==> src/rtl/sti_pkg.sv <==
// Shared definitions for the STI serializer: length codes, their bit counts, FSM states.
// Pure declarations, no logic of its own.
// Imported by the frame builder and the serializer top.
package sti_pkg;

  localparam logic [1:0] LEN_8  = 2'b00;
  localparam logic [1:0] LEN_16 = 2'b01;
  localparam logic [1:0] LEN_24 = 2'b10;
  localparam logic [1:0] LEN_32 = 2'b11;

  typedef enum logic [1:0] {
    IDLE   = 2'd0,
    SHIFT  = 2'd1,
    FINISH = 2'd2
  } sti_state_e;

  // Number of serial bits carried by a frame of the given length code.
  function automatic logic [5:0] len_bits(input logic [1:0] code);
    case (code)
      LEN_8:   return 6'd8;
      LEN_16:  return 6'd16;
      LEN_24:  return 6'd24;
      default: return 6'd32;
    endcase
  endfunction

endpackage

==> src/rtl/sti_frame_builder.sv <==
// Builds the 32-bit frame image from one 16-bit word and the length/fill/byte-select controls.
// Purely combinational, zero latency.
// No flow control; the serializer samples the output only when it accepts a load.
module sti_frame_builder
  import sti_pkg::*;
(
  input  logic [15:0] pi_data,
  input  logic [1:0]  pi_length,
  input  logic        pi_fill,
  input  logic        pi_low,
  output logic [31:0] frame
);

  // Place the payload inside the frame; unused bits are always zero.
  always_comb begin
    frame = '0;
    case (pi_length)
      LEN_8:   frame[7:0]  = pi_low ? pi_data[15:8] : pi_data[7:0];
      LEN_16:  frame[15:0] = pi_data;
      LEN_24:  frame[23:0] = pi_fill ? {pi_data, 8'h00} : {8'h00, pi_data};
      default: frame       = pi_fill ? {pi_data, 16'h0000} : {16'h0000, pi_data};
    endcase
  end

endmodule

==> src/rtl/sti_serializer.sv <==
// Parallel-to-serial transmitter: one 16-bit word per load becomes an 8/16/24/32-bit serial frame.
// Latency 1: first bit appears the cycle after the load edge; one idle cycle separates frames.
// Loads are ignored while busy or finished; with STI_BACKPRESSURE_EN, so_ready=0 stalls the shifter.
module sti_serializer
  import sti_pkg::*;
#(
  parameter int DATA_W = 16,
  parameter int CNT_W  = 5
) (
  input  logic              clk,
  input  logic              rst,
  input  logic              load,
  input  logic [DATA_W-1:0] pi_data,
  input  logic [1:0]        pi_length,
  input  logic              pi_fill,
  input  logic              pi_msb,
  input  logic              pi_low,
  input  logic              pi_end,
`ifdef STI_BACKPRESSURE_EN
  input  logic              so_ready,
`endif
  output logic              so_data,
  output logic              so_valid,
  output logic              busy,
  output logic              sto_done
);

  localparam logic [1:0] S_IDLE   = IDLE;
  localparam logic [1:0] S_SHIFT  = SHIFT;
  localparam logic [1:0] S_FINISH = FINISH;

  logic [1:0]       state_q;
  logic [31:0]      sh_q;
  logic [CNT_W-1:0] cnt_q;
  logic             msb_q;
  logic             end_q;

  logic [31:0]      frame;
  logic [5:0]       len;
  logic [31:0]      aligned;
  logic [31:0]      sh_nxt;
  logic             xfer;

  sti_frame_builder u_frame_builder (
    .pi_data   (pi_data),
    .pi_length (pi_length),
    .pi_fill   (pi_fill),
    .pi_low    (pi_low),
    .frame     (frame)
  );

  // The shift register always presents the current bit at [31] (MSB-first) or [0] (LSB-first),
  // so an MSB-first frame is left-justified at capture and LSB-first frames stay right-justified.
  assign len     = len_bits(pi_length);
  assign aligned = pi_msb ? (frame << (6'd32 - len)) : frame;
  assign sh_nxt  = msb_q ? {sh_q[30:0], 1'b0} : {1'b0, sh_q[31:1]};

`ifdef STI_BACKPRESSURE_EN
  assign xfer = so_ready;
`else
  assign xfer = 1'b1;
`endif

  // Capture on load, shift one bit per transfer, and park in FINISH after the end-of-stream word.
  always_ff @(posedge clk or posedge rst) begin
    if (rst) begin
      state_q  <= S_IDLE;
      sh_q     <= '0;
      cnt_q    <= '0;
      msb_q    <= 1'b0;
      end_q    <= 1'b0;
      so_data  <= 1'b0;
      so_valid <= 1'b0;
      busy     <= 1'b0;
      sto_done <= 1'b0;
    end else begin
      case (state_q)
        S_IDLE: begin
          if (load) begin
            sh_q     <= aligned;
            cnt_q    <= CNT_W'(len - 6'd1);
            msb_q    <= pi_msb;
            end_q    <= pi_end;
            so_data  <= pi_msb ? aligned[31] : aligned[0];
            so_valid <= 1'b1;
            busy     <= 1'b1;
            state_q  <= S_SHIFT;
          end
        end
        S_SHIFT: begin
          if (xfer) begin
            if (cnt_q == '0) begin
              so_data  <= 1'b0;
              so_valid <= 1'b0;
              busy     <= 1'b0;
              if (end_q) begin
                sto_done <= 1'b1;
                state_q  <= S_FINISH;
              end else begin
                state_q  <= S_IDLE;
              end
            end else begin
              cnt_q   <= cnt_q - CNT_W'(1);
              sh_q    <= sh_nxt;
              so_data <= msb_q ? sh_nxt[31] : sh_nxt[0];
            end
          end
        end
        S_FINISH: begin
          sto_done <= 1'b1;
        end
        default: state_q <= S_IDLE;
      endcase
    end
  end

endmodule

==> config.mk <==
export PLATFORM = sky130hd
export DESIGN_NAME = sti_serializer
export DESIGN_NICKNAME = d
export VERILOG_FILES = /design/src/rtl/sti_pkg.sv /design/src/rtl/sti_frame_builder.sv /design/src/rtl/sti_serializer.sv
export SDC_FILE = /design/constraint.sdc
export NUM_CORES = 1
export LEC_CHECK = 0
export CAP_MARGIN = 20
export CORE_MARGIN = 1
export CORE_UTILIZATION = 63
export CTS_CLUSTER_SIZE = 20
export DETAILED_ROUTE_END_ITERATION = 8
export MAX_ROUTING_LAYER = met4
export PLACE_DENSITY = 0.93
export RECOVER_POWER = 25
export SYNTH_ARGS = -nofsm -noshare
export SYNTH_HDL_FRONTEND = slang
export SYNTH_SLANG_ARGS = --single-unit
==> constraint.sdc <==
create_clock -name clk -period 5.1 [get_ports clk]
set_input_delay 0.51 -clock clk [delete_from_list [all_inputs] [get_ports clk]]
set_output_delay 0.51 -clock clk [all_outputs]
set_load 0.02 [all_outputs]
==> out/metrics.csv <==
metric,value,unit
Worst Path Arrival,3.16,ns
ANT cells,0,
Hold Path Depth,1,
area post-placement,3620,µm²
CTS root buffer,clkbuf_8,
Syn Nets,456,
"Buf+Inv Stages, Crit Path",1,
"Avg Cell Area, Syn",8.05,µm²
leakage,1.50,nW
Worst Reg-to-Reg Cells,7,
Slew headroom,-0.608,
Max VDD drop,0.477,mV
outcome,"complete, but fails checks",
met3 WL,966,µm
GRT overflow,0,
Setup TNS,0,ns
register area share after synthesis,0.321,
post-synthesis simple-gate area fraction,0.166,
Adder-Cell Fraction of Synth Area,0.0182,
Placed Cells,488,
CTS Buf Count,5,
Post-DRT Antenna Nets,0,
number of synthesized flops with an enable pin,0,
Layout Utilization,0.723,
Synth Area in Compound Gates,0.326,
Die Height,75.8,µm
I/O Pins,29,
mux cell area share after synthesis,0.0977,
post-route clock period utilization,0.589,
worst hold path type,register to register,
Worst path max stage delay,0.71,ns
Max Used Layer,met4,
reg-to-reg endpoint,sh_q[9],
core area,5170,µm²
Final Wtd Congestion,1.05,
first-pass GRT wire length,15400,µm
Synth top area share,0.321,
asr flop ratio synth,1.00,
Hold Startpoint,sto_done,
clk buf depth,2,
flop-to-flop setup slack,2.54,ns
die area,5740,µm²
gr usage total,0.375,
Clock Sinks,44,
# Max-Cap Violations,1,
Detail Placement HPWL,6960,µm
Initial DRC Count,519,
Peak Freq,333,MHz
Post-CTS Setup Bufs,0,
total wire length,9910,µm
Critical Path RT,5.26,ns
Final Instance Area,3740,µm²
Crit Path Class,input port to register,
Layout Cells excl Fill,496,
H-Tree Depth,2,
worst hold path endpoint,sto_done,
Std-Cell Rows,26,
critical path's top delay family,compound AO/OA/AOI/OAI gates,
per-cell routed wire length,20.0,µm
crit path time final,3.01,ns
largest family of logic cells by synthesized area,compound AO/OA/AOI/OAI gates,
pin count of the biggest net entering global routing,45,
Initial Util,0.663,
TritonRoute pass-1 iters,5,
final hold vios,0,
port bufs,28,
Syn Std Cell Area,3430,µm²
"Warnings, synthesis",0,
hold_ws,0.472,ns
Synth area leaders,"dfrtp_1 (32%), a21oi_1 (9.8%), mux2i_1 (8.5%)",
power per cell area,510,nW/µm²
Synth-to-Final Area Change,9.01,%
Die Wd,75.8,µm
clock latency on the worst-skew pair,0.32,ns
post-CTS sizing,0,
initial antenna violation count,0,
Final Slew Violations,45,
vias per inst,7.12,
# DRC,0,
CTS tree,done,
Unique masters post-synth,57,
Syn Inst Count,426,
violated checks,"capacitance limit, slew limit",
commonest cells in the netlist,"a21oi_1 (67), dfrtp_1 (44), nand2_1 (38)",
DR vias,3531,
Crit-path slowest cell,ha_1,
cell with the most instances after synthesis,a21oi_1,
Clock transition at path regs,0.09,ns
worst-path fanout max,29,
metal2 WL,4520,µm
cts hold-fix bufs,0,
Worst R2R Start,cnt_q[2],
post-synth top area cell,dfrtp_1,
vias in the first global route,3104,
Worst Setup End Kind,register,
CP Cell Sequence,clkdlybuf4s50_1 > ha_1 > and3b_1 > a32oi_1 > o21ai_1 > o21a_1 > a221oi_1 > a311oi_1,
layout cells sized above 1,0.0634,
ys flop type,dfrtp_1,
Final Setup Violations,0,
Layout Nets,455,
RSZ-0062 raised after global routing,no,
Final Skew,0.00724,ns
XOR/XNOR Fraction of Synth Area,0,
#FFs+latches synth,44,
element type at the critical path start,input port,
metal1 wirelength,4030,µm
worst-margin pin slew,2.41,ns
[logic make-up after synthesis]
group	count (synthesis)
flip-flops	44
adder cells (fa/ha/maj)	5
AND/OR/NAND/NOR	118
multiplexers	33
buffers and inverters	49
AO/OA/AOI/OAI	177
[area by class of cell]
type                            count  area, µm²
Clock inverter                      2       38.8
Fill cell                         412       1430
Multi-Input combinational cell    333       2090
Inverter                            8       30.0
Sequential cell                    44       1100
Timing Repair Buffer               33        314
Clock buffer                        6       82.6
Tap cell                           70       87.6
[power breakdown]
group / switching (mW) / total [mW] / internal [mW]
clock network: 0.137 / 0.298 / 0.160
logic: 0.529 / 0.943 / 0.413
registers: 0.145 / 0.666 / 0.521
total: 0.811 / 1.91 / 1.09
[placed cells by master, fill, tap and decap left out, types with 7 or more instances in the layout]
cell type	instances
a21oi_1	67
dfrtp_1	44
nand2_1	38
o21ai_0	37
nor2_1	36
mux2i_1	29
clkdlybuf4s50_1	27
a32oi_1	14
nor3_1	9
nand3_1	7
[state kept, by name, summed over array words and instances, names as in the netlist]
name	cells
end_q	1
msb_q	1
so_data	1
busy	1
cnt_q	5
sto_done	1
sh_q	32
state_q	2
[worst max-delay path by stage]
stage	startpoint	end	slack, ns	depth (start not counted)
finish	pi_length[0]	sh_q[27]	2.09	8
global route	rst	sh_q[3]	1.66	3
CTS	pi_length[0]	sh_q[27]	2.18	8
detailed placement	pi_length[0]	sh_q[27]	1.85	8
global placement	pi_length[0]	sh_q[27]	1.92	8
floorplan	pi_length[0]	sh_q[26]	3.08	8
[per-stage QoR]
stage                     setup WS (ns)  total power, mW
final                              2.09             1.91
after global routing               1.66             2.03
after CTS                          2.18             1.89
after detailed placement           1.85             1.59
after global placement             1.92             1.54
after floorplan                    3.08             1.37
[layer usage]
metal,vias to the layer above,global-route usage
li1,1576,-
met1,1681,0.509
met2,228,0.548
met3,46,0.0767
met4,0,0.150
met5,-,-
Power figures use the tool's default switching activity.
